## src/rtl/grb_serializer.sv

```systemverilog
// WS2812B frame serializer: fetches NUM_LEDS GRB words from a synchronous pixel buffer and
// drives the strip data pin, then the reset code. Define GRB_DIM_EN for quarter-brightness loads.
module grb_serializer #(
  parameter int NUM_LEDS = 64,
  parameter int ADDR_W   = 6,
  parameter int T0H      = 40,
  parameter int T1H      = 80,
  parameter int TBIT     = 125,
  parameter int TRESET   = 30000
) (
  input  logic              clk,
  input  logic              reset,
  input  logic              shipGRB,
  input  logic [23:0]       pixel_grb,
  output logic [ADDR_W-1:0] pixel_addr,
  output logic              dout,
  output logic              Done,
  output logic              allDone
);

  localparam int BIT_W = $clog2(TBIT);
  localparam int PIX_W = $clog2(NUM_LEDS + 1);
  localparam int RST_W = $clog2(TRESET + 1);

  localparam logic [BIT_W-1:0]  BIT_LAST   = BIT_W'(TBIT - 1);
  localparam logic [BIT_W-1:0]  T0H_CNT    = BIT_W'(T0H);
  localparam logic [BIT_W-1:0]  T1H_CNT    = BIT_W'(T1H);
  localparam logic [PIX_W-1:0]  PIX_LAST   = PIX_W'(NUM_LEDS - 1);
  localparam logic [RST_W-1:0]  RST_LAST   = RST_W'(TRESET);
  localparam logic [ADDR_W-1:0] ADDR_LAST  = ADDR_W'(NUM_LEDS - 1);
  localparam logic [ADDR_W-1:0] ADDR_FIRST = (NUM_LEDS > 1) ? ADDR_W'(1) : ADDR_LAST;

  typedef enum logic [1:0] {IDLE, FETCH, SEND, RESETCODE} state_t;

  state_t            state_reg;
  logic [23:0]       shift_reg;
  logic [BIT_W-1:0]  bit_cnt_reg;
  logic [4:0]        bit_idx_reg;
  logic [PIX_W-1:0]  pix_cnt_reg;
  logic [RST_W-1:0]  rst_cnt_reg;
  logic [23:0]       load_word;

`ifdef GRB_DIM_EN
  logic [5:0] unused_low_bits;

  // Each channel is divided by four as it enters the shift register.
  for (genvar gi = 0; gi < 3; gi++) begin : g_dim
    assign load_word[gi*8 +: 8] = {2'b00, pixel_grb[gi*8+2 +: 6]};
  end
  assign unused_low_bits = {pixel_grb[17:16], pixel_grb[9:8], pixel_grb[1:0]};
`else
  assign load_word = pixel_grb;
`endif

  // dout and Done are registered from the counters, so they trail the internal state by one cycle.
  always_ff @(posedge clk) begin
    if (reset) begin
      state_reg   <= IDLE;
      shift_reg   <= '0;
      bit_cnt_reg <= '0;
      bit_idx_reg <= '0;
      pix_cnt_reg <= '0;
      rst_cnt_reg <= '0;
      pixel_addr  <= '0;
      dout        <= 1'b0;
      Done        <= 1'b0;
      allDone     <= 1'b0;
    end else begin
      dout    <= 1'b0;
      Done    <= 1'b0;
      allDone <= 1'b0;
      case (state_reg)
        IDLE: begin
          pixel_addr <= '0;
          if (shipGRB) state_reg <= FETCH;
        end
        FETCH: begin
          shift_reg   <= load_word;
          pixel_addr  <= ADDR_FIRST;
          bit_cnt_reg <= '0;
          bit_idx_reg <= '0;
          pix_cnt_reg <= '0;
          state_reg   <= SEND;
        end
        SEND: begin
          dout <= (bit_cnt_reg < (shift_reg[23] ? T1H_CNT : T0H_CNT));
          if (bit_cnt_reg == BIT_LAST) begin
            bit_cnt_reg <= '0;
            if (bit_idx_reg == 5'd23) begin
              bit_idx_reg <= '0;
              if (pix_cnt_reg == PIX_LAST) begin
                rst_cnt_reg <= '0;
                state_reg   <= RESETCODE;
              end else begin
                // Next pixel's word has been waiting on pixel_grb since the address moved.
                shift_reg   <= load_word;
                pix_cnt_reg <= pix_cnt_reg + 1'b1;
                if (pixel_addr != ADDR_LAST) pixel_addr <= pixel_addr + 1'b1;
              end
            end else begin
              bit_idx_reg <= bit_idx_reg + 1'b1;
              shift_reg   <= {shift_reg[22:0], 1'b0};
            end
          end else begin
            bit_cnt_reg <= bit_cnt_reg + 1'b1;
          end
        end
        RESETCODE: begin
          if (rst_cnt_reg == '0) Done <= 1'b1;
          if (rst_cnt_reg == RST_LAST) begin
            allDone    <= 1'b1;
            pixel_addr <= '0;
            state_reg  <= IDLE;
          end else begin
            rst_cnt_reg <= rst_cnt_reg + 1'b1;
          end
        end
        default: state_reg <= IDLE;
      endcase
    end
  end

endmodule

```

## config.mk

```make
export PLATFORM = sky130hd
export DESIGN_NAME = grb_serializer
export DESIGN_NICKNAME = d
export VERILOG_FILES = /design/src/rtl/grb_serializer.sv
export SDC_FILE = /design/constraint.sdc
export NUM_CORES = 1
export LEC_CHECK = 0
export BUFFER_PORTS_ARGS = -buffer_cell sky130_fd_sc_hd__buf_2
export CAP_MARGIN = 20
export CORE_ASPECT_RATIO = 1.1
export CORE_MARGIN = 2
export CORE_UTILIZATION = 45
export CTS_CLUSTER_DIAMETER = 100
export DETAILED_ROUTE_END_ITERATION = 10
export GPL_TIMING_DRIVEN = 1
export RECOVER_POWER = 25
export SLEW_MARGIN = 20
export SYNTH_ARGS = -nofsm -noshare
export SYNTH_HDL_FRONTEND = slang
export SYNTH_SLANG_ARGS = --single-unit
```

## constraint.sdc

```tcl
create_clock -name clk -period 3.3 [get_ports clk]
set_input_delay 0.495 -clock clk [delete_from_list [all_inputs] [get_ports clk]]
set_output_delay 0.495 -clock clk [all_outputs]
set_load 0.03 [all_outputs]
```

==> implementation parameters, run 1 <==
Parameter                              Value

Run status
  Run status ... complete, no violations

CTS
  Level count of the clock H-tree ... 3
  Clock slew seen by the registers of the worst setup and hold paths ... 0.08 ns
  Worst-skew pair later-pin latency ... 0.35 ns
  Number of sinks driven by the clock tree ... slightly below 70
  PostCTS Resize Cnt ... 0
  Number of buffers added by the clock tree synthesis step ... 9
  Root Buffer ... clkbuf_8
  Cts-stage hold buffer count ... 0
  Count of buffers added by post-CTS timing repair for setup ... 0
  Maximum buffer depth of the clock tree ... 2
  Clock tree from TritonCTS ... done

STA
  Total count of hold-check failures in the final report ... 0
  Min Tclk post-route ... roughly 2.6 ns
  Max Freq ... 0.390 GHz
  Slew @ Worst Pin ... 0.890 ns
  Minimum hold slack ... between 0.3 and 0.4 ns
  Setup TNS Final ... 0 ns
  Period Utilization, post-route ... approximately 78%
  Worst max-slew margin expressed relative to the limit ... 40.7%
  Worst setup skew after layout ... 0.00426 ns
  Final setup violating endpoints ... 0
  Final count of pins violating max slew ... 0
  RSZ-0062 raised after global routing ... false
  Final WS setup ... 0.736 ns

Logic synthesis
  Register bit total from synthesis ... 69
  Cell with the most instances after synthesis ... nand2_1
  Count of distinct cell types in the synthesized netlist ... 57
  Syn nets ... 481
  Share of synthesized area occupied by flip-flops and latches ... 38.2%
  Top cell types by occurrence after synthesis ... 77 x nand2_1, 69 x dfxtp_1, 38 x nor2_1, 33 x a311oi_1
  Post-synthesis average cell area ... 8.23 sq um
  Async SR Flop Fraction ... 0%
  Top post-synthesis cells by area ... dfxtp_1 38%, a311oi_1 8.0%, nand2_1 8.0%
  Synth area leader ... dfxtp_1
  Number of flops mapped to enable cells by yosys ... 0
  Syn Inst Count ... 440
  Yosys top cell area share ... a little under two fifths
  Total standard cell area after synthesis ... 3620 sq um
  Count of warnings emitted by yosys ... 0
  Top FF cell, synth ... dfxtp_1

Worst setup path
  Nature of the critical path startpoint ... flip-flop
  Family of cells with the greatest summed delay on the critical path ... simple AND/OR/NAND/NOR gates
  Worst setup path category ... reg2reg
  CP required ... ~3.6 ns
  RR Endpoint ... rst_cnt_reg[14]
  Worst reg2reg path depth ... 6
  Worst-path cell chain ... inv_1 -> ha_1 -> nand2_1 -> o2111a_2 -> and3_2 -> a31o_2
  Setup crit end kind ... flip-flop
  Crit path max-delay cell type ... ha_1
  Worst Path Buf+Inv ... 1
  Origin of the worst setup path ... state_reg[0]
  Beginning of the worst register-to-register path ... state_reg[0]
  Register-to-register setup slack ... roughly 0.74 ns
  Biggest cell delay along the critical path ... about 0.60 ns
  Signal arrival time at the worst endpoint ... 2.81 ns
  CP Max Fanout ... 21

Global route
  Gr ovfl total ... 0
  Via count of the first global-routing pass ... 3074
  Number of antenna violations at the first check in global routing ... 0
  Maximum number of pins on one net before global-route repair ... 49
  Overall track demand over capacity in global routing ... 20.6%
  First-pass GRT wire length ... between 10000 and 15000 um

Floorplan
  Total core area ... ~7900 sq um
  DIE HEIGHT ... 98.1 um
  Die Outline Area ... ~8800 sq um
  Num ports ... 36
  Initial Util ... 46.0%
  Die width ... between 80 and 90 um
  Core Rows ... 34

Cells and area
  Post-route non-filler standard cell count ... 576
  Synthesis-to-layout area growth ... 11.1%
  Max reg flops ... 24
  Antenna fix cells ... 0
  Post-layout util ... 51.1%
  Net count reported at finish ... 504
  Fraction of layout cells with a size suffix above 1 ... 13.0%
  Area of all placed cells without fillers ... 4020 sq um
  # fillers ... 760

Placed design
  Dpl hpwl ... around 5700 um
  Gpl congestion ... 0.817
  Number of buffer cells added on primary ports ... 35
  Placement Setup Slack ... 0.793 ns
  Number of cells after detailed placement ... 560
  Placed cell areas ... 3790 sq um

Drt
  Post-detailed-route wirelength per cell ... approximately 15 um
  DRC violation total after the first TritonRoute iteration ... 134
  1st-pass router iterations ... 5
  Vias post-DR ... 3259
  Detail Route met2 WL ... 4130 um
  Routed Antenna Nets ... 0
  Met1 layer wirelength in the final routing ... 3960 um
  Top layer reached by signal wires ... met4
  Total length of routed wires ... 8470 um
  Average vias per placed instance ... ~5.7
  Routed length on met3 ... between 200 and 300 um
  Number of remaining DRC errors ... 0

Min path
  Number of cells on the worst hold path ... 2
  Worst Hold Path EP ... shift_reg[0]
  Worst Hold Class ... in2reg
  Beginning of the worst hold path ... pixel_grb[0]

Run
  Max_cap viols ... 0

Pwr
  Total power of the final layout ... 2.58 mW
  Power per unit of standard cell area ... 643 nW/um^2
  Leakage component of the power ... 1.44 nW
  Peak supply drop ... 0.306 mV
-- layout make-up --
cell class	instances	area, sq um	area share, %
tap	108	135	3.36
clock inverter	7	128	3.17
sequential	69	1380	34.4
multi-input combinational	326	1990	49.5
inverter	17	63.8	1.59
timing repair buffer	40	198	4.92
clock buffer	9	124	3.08
-- metal layers --
layer	up-vias	global-route usage, %
met5	-	0
met4	0	8.27
met3	12	5.92
met2	49	32.3
met1	1524	26.3
li1	1674	-
-- placed cells by master, fill, tap and decap left out, types with 5 or more instances in the layout --
master,instances
nor2_1,38
nand4_1,10
nor3_1,21
ha_1,14
a311oi_1,33
clkbuf_8,9
o21ai_0,11
buf_2,26
dfxtp_1,69
inv_1,16
a31oi_1,8
a31o_2,5
nand3_1,16
a21oi_1,20
nand2b_1,7
nand2_1,77
clkbuf_1,10
and3_1,6
-- where the power goes --
| part | switching (mW) | leakage, nW | total, mW | internal [mW] |
|---|---|---|---|---|
| sequential | 0.0886 | 0.560 | 1.06 | 0.976 |
| combinational | 0.411 | 0.752 | 0.639 | 0.228 |
| clock | 0.364 | 0.127 | 0.879 | 0.515 |
-- worst max-delay path by stage --
stage / endpoint / slack (ns) / depth (start not counted)
2_1_floorplan: shift_reg[10] / 1.47 / 7
3_3_place_gp: rst_cnt_reg[14] / 0.83 / 6
3_5_place_dp: rst_cnt_reg[14] / 0.79 / 6
4_1_cts: pixel_addr[5] / 0.75 / 7
5_1_grt: pixel_addr[2] / 0.44 / 7
6_report: rst_cnt_reg[14] / 0.74 / 6
-- logic make-up (layout without fill, tap and decap cells) --
| logic type | after synthesis | after routing | share of synthesized area, % |
|---|---|---|---|
| AO/OA/AOI/OAI | 105 | 105 | 21.8 |
| XOR/XNOR | 7 | 7 | 1.69 |
| adder cells (fa/ha/maj) | 14 | 14 | 4.84 |
| buffers and inverters | 45 | 73 | 6.71 |
| flip-flops | 69 | 69 | 38.2 |
| multiplexers | 1 | 1 | 0.277 |
| AND/OR/NAND/NOR | 199 | 199 | 26.5 |
No activity file was read; power rests on OpenSTA's default activity.
==> run 2, diff against run 1 <==
==> constraint.sdc (replaced) <==
create_clock -name clk -period 2.61 [get_ports clk]
set_input_delay 0.3915 -clock clk [delete_from_list [all_inputs] [get_ports clk]]
set_output_delay 0.3915 -clock clk [all_outputs]
set_load 0.03 [all_outputs]
==> implementation parameters, run 2 (same netlist as run 1, synthesis figures left out) <==
Parameter                              Value

Run status
  Run status ... complete, no violations (unchanged)

Run
  Max_cap viols ... 0 (unchanged)

STA
  Max Freq ... 0.429 GHz (was 0.390 GHz)
  Worst setup skew after layout ... 0.0119 ns (was 0.00426 ns)
  Final setup violating endpoints ... 0 (unchanged)
  Worst max-slew margin expressed relative to the limit ... 50.3% (was 40.7%)
  Slew @ Worst Pin ... 0.726 ns (was 0.890 ns)
  Period Utilization, post-route ... 89.3% (was 77.7%)
  Final count of pins violating max slew ... 0 (unchanged)
  Total count of hold-check failures in the final report ... 0 (unchanged)
  Min Tclk post-route ... 2.33 ns (was 2.56 ns)
  RSZ-0062 raised after global routing ... false (unchanged)
  Setup TNS Final ... 0 ns (unchanged)

Worst setup path
  CP Max Fanout ... 34 (was 21)
  Worst setup path category ... reg2reg (unchanged)
  Setup crit end kind ... flip-flop (unchanged)
  Beginning of the worst register-to-register path ... state_reg[0] (unchanged)
  Register-to-register setup slack ... 0.28 ns (was 0.74 ns)
  RR Endpoint ... shift_reg[11] (was rst_cnt_reg[14])
  CP required ... 2.86 ns (was 3.55 ns)
  Nature of the critical path startpoint ... flip-flop (unchanged)
  Worst reg2reg path depth ... 8 (was 6)
  Signal arrival time at the worst endpoint ... 2.58 ns (was 2.81 ns)

Floorplan
  Core Rows ... 34 (unchanged)
  Num ports ... 36 (unchanged)
  Total core area ... 7870 sq um (unchanged)
  Initial Util ... 46.0% (unchanged)
  Die width ... 89.5 um (unchanged)
  Die Outline Area ... 8780 sq um (unchanged)
  DIE HEIGHT ... 98.1 um (unchanged)

Min path
  Number of cells on the worst hold path ... 2 (unchanged)
  Beginning of the worst hold path ... pixel_grb[0] (unchanged)
  Worst Hold Path EP ... shift_reg[0] (unchanged)
  Worst Hold Class ... in2reg (unchanged)

Cells and area
  # fillers ... 788 (was 760)
  Fraction of layout cells with a size suffix above 1 ... 14.2% (was 13.0%)
  Synthesis-to-layout area growth ... 11.9% (was 11.1%)
  Antenna fix cells ... 0 (unchanged)
  Commonest cells after routing, fill and taps aside ... 77 x nand2_1, 69 x dfxtp_1, 38 x nor2_1, 33 x a311oi_1, 26 x buf_2 (unchanged)
  Max reg flops ... 24 (unchanged)
  Most frequent standard cell in the layout excluding fill and tap cells ... nand2_1 (unchanged)
  Net count reported at finish ... 509 (was 504)

Drt
  Detail Route met2 WL ... 4050 um (was 4130 um)
  Average vias per placed instance ... 5.70 (was 5.66)
  Total length of routed wires ... 8510 um (was 8470 um)
  Routed length on met3 ... 317 um (was 274 um)
  DRC violation total after the first TritonRoute iteration ... 149 (was 134)
  Vias post-DR ... 3314 (was 3259)
  Post-detailed-route wirelength per cell ... 14.6 um (was 14.7 um)
  Routed Antenna Nets ... 0 (unchanged)
  Number of remaining DRC errors ... 0 (unchanged)
  Met1 layer wirelength in the final routing ... 4020 um (was 3960 um)
  Top layer reached by signal wires ... met4 (unchanged)
  1st-pass router iterations ... 4 (was 5)

CTS
  Clock tree from TritonCTS ... done (unchanged)
  PostCTS Resize Cnt ... 0 (unchanged)
  Maximum buffer depth of the clock tree ... 2 (unchanged)
  Clock slew seen by the registers of the worst setup and hold paths ... 0.08 ns (about the same)
  Count of buffers added by post-CTS timing repair for setup ... 0 (unchanged)
  Level count of the clock H-tree ... 3 (unchanged)
  Worst-skew pair later-pin latency ... 0.34 ns (was 0.35 ns)
  Cts-stage hold buffer count ... 0 (unchanged)
  Number of buffers added by the clock tree synthesis step ... 9 (unchanged)
  Root Buffer ... clkbuf_8 (unchanged)
  Number of sinks driven by the clock tree ... 69 (unchanged)

Placed design
  Number of buffer cells added on primary ports ... 35 (unchanged)
  Gpl congestion ... 0.881 (was 0.817)
  Dpl hpwl ... 5940 um (was 5730 um)

Global route
  First-pass GRT wire length ... 14100 um (was 14300 um)
  Maximum number of pins on one net before global-route repair ... 35 (was 49)
  Overall track demand over capacity in global routing ... 20.0% (was 20.6%)
  Gr ovfl total ... 0 (unchanged)
  Number of antenna violations at the first check in global routing ... 0 (unchanged)
  Via count of the first global-routing pass ... 2979 (was 3074)

Pwr
  Leakage component of the power ... 1.45 nW (was 1.44 nW)
  Power per unit of standard cell area ... 777 nW/um^2 (was 643 nW/um^2)
  Peak supply drop ... 0.403 mV (was 0.306 mV)
  Total power of the final layout ... 3.15 mW (was 2.58 mW)
run 2: cell count changes in the layout (fill, tap and decap cells not counted), sizes merged:
| cell | before | now |
|---|---|---|
| clkinvlp | 0 | 1 |
| clkbuf | 19 | 18 |
| inv | 20 | 17 |
| clkinv | 1 | 4 |
| bufinv | 3 | 2 |
| buf | 30 | 36 |
run 2: worst max-delay path by stage:
stage	from	cells after the start	endpoint
floorplan	pix_cnt_reg[0]	7	shift_reg[10]
finish	state_reg[0]	8	shift_reg[11]
global placement	bit_cnt_reg[0]	7	pix_cnt_reg[5]
detailed placement	state_reg[0]	6	bit_idx_reg[1]
global route	state_reg[0]	8	shift_reg[11]
CTS	state_reg[0]	6	bit_idx_reg[1]
run 2: report_power, final:
group / switching (mW) / total, mW / internal [mW]
logic: 0.524 / 0.842 / 0.317
registers: 0.106 / 1.34 / 1.23
clock network: 0.422 / 0.965 / 0.543
run 2: per-stage QoR:
| step | utilization, % | area (sq um) | hold WS (ns) | setup WS, ns | instances |
|---|---|---|---|---|---|
| floorplan | - | 3620 | 0.407 | 0.778 | 440 |
| finish | 51.5 | 4050 | 0.295 | 0.280 | 581 |
| detailed placement | 48.8 | 3840 | 0.428 | 0.393 | 565 |
| CTS | 51.6 | 4060 | 0.284 | 0.388 | 581 |
| global route | 51.5 | 4050 | 0.297 | 0.0870 | 581 |
| global placement | 48.8 | 3840 | 0.440 | 0.417 | 565 |
run 2: layout make-up:
type                            instances  area, sq um  share of cell area (%)
Clock inverter                          7         98.8                    2.44
Tap cell                              108          135                    3.34
Inverter                               17         63.8                    1.58
Multi-Input combinational cell        326         2000                    49.3
Clock buffer                            9          124                    3.06
Timing Repair Buffer                   45          251                    6.21
Sequential cell                        69         1380                    34.1
run 2: worst max-delay path, stage by stage, from the launching register on:
cell and delay, ns:
dfxtp_1 0.38, inv_1 0.08, ha_1 0.32, buf_4 0.23
nor2b_1 0.12, a31o_1 0.52, buf_12 0.26, nor2_1 0.06
a311oi_1 0.26
run 2: routing by layer:
| layer | up-vias | track usage, % |
|---|---|---|
| li1 | 1679 | - |
| met1 | 1552 | 27.1 |
| met2 | 72 | 31.7 |
| met3 | 11 | 3.55 |
| met4 | 0 | 7.23 |
| met5 | - | 0 |
==> run 3, diff against run 2 <==
--- a/config.mk
+++ b/config.mk
@@ -6,13 +6,15 @@
 export NUM_CORES = 1
 export LEC_CHECK = 0
 export BUFFER_PORTS_ARGS = -buffer_cell sky130_fd_sc_hd__buf_2
-export CAP_MARGIN = 20
+export CELL_PAD_IN_SITES_DETAIL_PLACEMENT = 1
+export CELL_PAD_IN_SITES_GLOBAL_PLACEMENT = 2
 export CORE_ASPECT_RATIO = 1.1
 export CORE_MARGIN = 2
-export CORE_UTILIZATION = 45
+export CORE_UTILIZATION = 35
 export CTS_CLUSTER_DIAMETER = 100
 export DETAILED_ROUTE_END_ITERATION = 10
 export GPL_TIMING_DRIVEN = 1
+export PLACE_DENSITY_LB_ADDON = 0.1
 export RECOVER_POWER = 25
 export SLEW_MARGIN = 20
 export SYNTH_ARGS = -nofsm -noshare
==> implementation parameters, run 3 (same netlist as run 1, synthesis figures left out) <==
Parameter                              Value

Run status
  Run status ... complete, no violations (unchanged)

CTS
  Root Buffer ... clkbuf_8 (unchanged)
  Clock tree from TritonCTS ... done (unchanged)
  PostCTS Resize Cnt ... 0 (unchanged)
  Level count of the clock H-tree ... 3 (unchanged)
  Worst-skew pair later-pin latency ... 0.35 ns (was 0.34 ns)
  Number of sinks driven by the clock tree ... 69 (unchanged)
  Maximum buffer depth of the clock tree ... 2 (unchanged)
  Count of buffers added by post-CTS timing repair for setup ... 0 (unchanged)
  Cts-stage hold buffer count ... 0 (unchanged)
  Clock slew seen by the registers of the worst setup and hold paths ... 0.07 ns (was 0.08 ns)
  Number of buffers added by the clock tree synthesis step ... 9 (unchanged)

Drt
  DRC violation total after the first TritonRoute iteration ... 146 (was 149)
  Number of remaining DRC errors ... 0 (unchanged)
  Post-detailed-route wirelength per cell ... 16.7 um (was 14.6 um)
  Vias post-DR ... 3353 (was 3314)
  Average vias per placed instance ... 5.64 (was 5.70)
  Routed Antenna Nets ... 0 (unchanged)
  Total length of routed wires ... 9930 um (was 8510 um)
  1st-pass router iterations ... 5 (was 4)

Pwr
  Int Pwr ... 1.98 mW (was 2.09 mW)
  Peak supply drop ... 0.329 mV (was 0.403 mV)
  Switching power share of the total ... 35.1% (was 33.5%)
  Part of the total power dissipated in the clock network ... 27.5% (was 30.7%)
  Total power of the final layout ... 3.05 mW (was 3.15 mW)
  Combinational share of power ... 28.3% (was 26.7%)
  Sequential share of power ... 44.1% (was 42.6%)
  Switching power summed over all nets ... 1.07 mW (was 1.05 mW)
  Leakage component of the power ... 1.44 nW (was 1.45 nW)
  Power per unit of standard cell area ... 757 nW/um^2 (was 777 nW/um^2)

Global route
  Number of antenna violations at the first check in global routing ... 0 (unchanged)
  Met1 usage ... 25.1% (was 27.1%)
  Peak-usage layer in the global routing report ... met2 (unchanged)
  First-pass GRT wire length ... 16500 um (was 14100 um)
  Overall track demand over capacity in global routing ... 18.5% (was 20.0%)
  Via count of the first global-routing pass ... 3345 (was 2979)
  Maximum number of pins on one net before global-route repair ... 49 (was 35)
  Met2 layer usage reported by global route ... 29.1% (was 31.7%)
  Gr ovfl total ... 0 (unchanged)
  Global Route met3 Usage ... 2.77% (was 3.55%)

Floorplan
  Die Outline Area ... 11200 sq um (was 8780 sq um)
  Num ports ... 36 (unchanged)
  DIE HEIGHT ... 111 um (was 98.1 um)
  Die width ... 101 um (was 89.5 um)
  Initial Util ... 36.3% (was 46.0%)
  Total core area ... 9980 sq um (was 7870 sq um)
  Core Rows ... 38 (was 34)

STA
  Period Utilization, post-route ... 89.5% (was 89.3%)
  Total count of hold-check failures in the final report ... 0 (unchanged)
  Final setup violating endpoints ... 0 (unchanged)
  Worst max-slew margin expressed relative to the limit ... 62.5% (was 50.3%)
  Minimum hold slack ... 0.288 ns (was 0.295 ns)
  RSZ-0062 raised after global routing ... false (unchanged)
  Min Tclk post-route ... 2.34 ns (was 2.33 ns)
  Max Freq ... 0.428 GHz (was 0.429 GHz)
  Setup TNS Final ... 0 ns (unchanged)
  Final count of pins violating max slew ... 0 (unchanged)
  Slew @ Worst Pin ... 0.557 ns (was 0.726 ns)
  Worst setup skew after layout ... 0.00966 ns (was 0.0119 ns)

Worst setup path
  Worst Path Buf+Inv ... 2 (was 3)
  Most common cell on crit path ... o21ai_0
  Crit path max-delay cell type ... o21ai_0 (was a31o_1)
  Worst-path cell chain ... inv_1 -> ha_1 -> nor4b_1 -> and4_1 -> o21ai_0 -> buf_4 -> o21ai_0 -> a31oi_1 (was inv_1 -> ha_1 -> buf_4 -> nor2b_1 -> a31o_1 -> buf_12 -> nor2_1 -> a311oi_1)
  Family of cells with the greatest summed delay on the critical path ... compound AO/OA/AOI/OAI gates (unchanged)
  Setup crit end kind ... flip-flop (unchanged)
  CP required ... 2.82 ns (was 2.86 ns)
  Biggest cell delay along the critical path ... 0.45 ns (was 0.52 ns)
  Nature of the critical path startpoint ... flip-flop (unchanged)
  CP Max Fanout ... 5 (was 34)
  Worst setup path category ... reg2reg (unchanged)
  Signal arrival time at the worst endpoint ... 2.55 ns (was 2.58 ns)

Cells and area
  Commonest cells after routing, fill and taps aside ... 77 x nand2_1, 69 x dfxtp_1, 38 x nor2_1, 33 x a311oi_1, 26 x buf_2 (unchanged)
  # fillers ... 1219 (was 788)
  Antenna fix cells ... 0 (unchanged)
  Most frequent standard cell in the layout excluding fill and tap cells ... nand2_1 (unchanged)
  Fraction of layout cells with a size suffix above 1 ... 14.1% (was 14.2%)
  Post-layout util ... 40.3% (was 51.5%)
  Area of all placed cells without fillers ... 4020 sq um (was 4050 sq um)
  Synthesis-to-layout area growth ... 11.1% (was 11.9%)
  Max reg flops ... 24 (unchanged)
  Net count reported at finish ... 511 (was 509)

Placed design
  Number of buffer cells added on primary ports ... 35 (unchanged)
  Dpl hpwl ... 6930 um (was 5940 um)
  Placed cell areas ... 3870 sq um (was 3840 sq um)
  Gpl congestion ... 0.765 (was 0.881)

Min path
  Worst Hold Class ... in2reg (unchanged)

Run
  Max_cap viols ... 0 (unchanged)
-- run 3: cell types whose count changed in the layout (fill, tap and decap cells not counted) --
cell	previous run	this run
inv_6	1	0
clkinv_2	1	3
clkbuf_4	0	1
a31o_2	4	5
a31o_1	1	0
clkbuf_1	9	11
bufinv_16	2	1
clkinv_4	2	0
buf_12	1	0
buf_4	9	10
-- run 3: worst paths after layout --
check | slack [ns] | end | start | cells after the start
max | 0.27 | pixel_addr[5] | rst_cnt_reg[0] | 8
min | 0.29 | shift_reg[0] | pixel_grb[0] | 2
max reg2reg | 0.27 | pixel_addr[5] | rst_cnt_reg[0] | 8
min reg2reg | 0.43 | pix_cnt_reg[6] | pix_cnt_reg[6] | 2
-- run 3: area by class of cell --
class / instances / area [sq um] / area share (%)
timing repair buffer: 47 / 250 / 6.22
sequential: 69 / 1380 / 34.3
tap: 120 / 150 / 3.73
clock buffer: 10 / 128 / 3.17
inverter: 17 / 63.8 / 1.59
multi-input combinational: 326 / 2000 / 49.6
clock inverter: 5 / 52.6 / 1.31
-- run 3: worst reg2reg max path, stage by stage (launching register included) --
cell	delay [ns]
dfxtp_1	0.35
inv_1	0.09
ha_1	0.17
nor4b_1	0.37
and4_1	0.33
o21ai_0	0.10
buf_4	0.17
o21ai_0	0.45
a31oi_1	0.17
-- run 3: power groups by stage --
stage	registers, mW	logic [mW]	clock network, mW
floorplan	1.36	0.668	0
global placement	1.36	0.871	0
detailed placement	1.37	0.897	0
CTS	1.34	0.900	0.874
global route	1.37	0.993	0.926
finish	1.34	0.863	0.839
-- run 3: through the flow --
stage,cells,setup slack [ns]
after global placement,579,0.471
final,594,0.273
after global routing,594,0.0672
after detailed placement,579,0.331
after floorplan,440,0.778
after CTS,594,0.320
-- run 3: per-layer routing --
| layer | vias up | wire (um) |
|---|---|---|
| li1 | 1677 | - |
| met1 | 1630 | 4850 |
| met2 | 37 | 4720 |
| met3 | 9 | 219 |
| met4 | 0 | 141 |
| met5 | - | 0 |
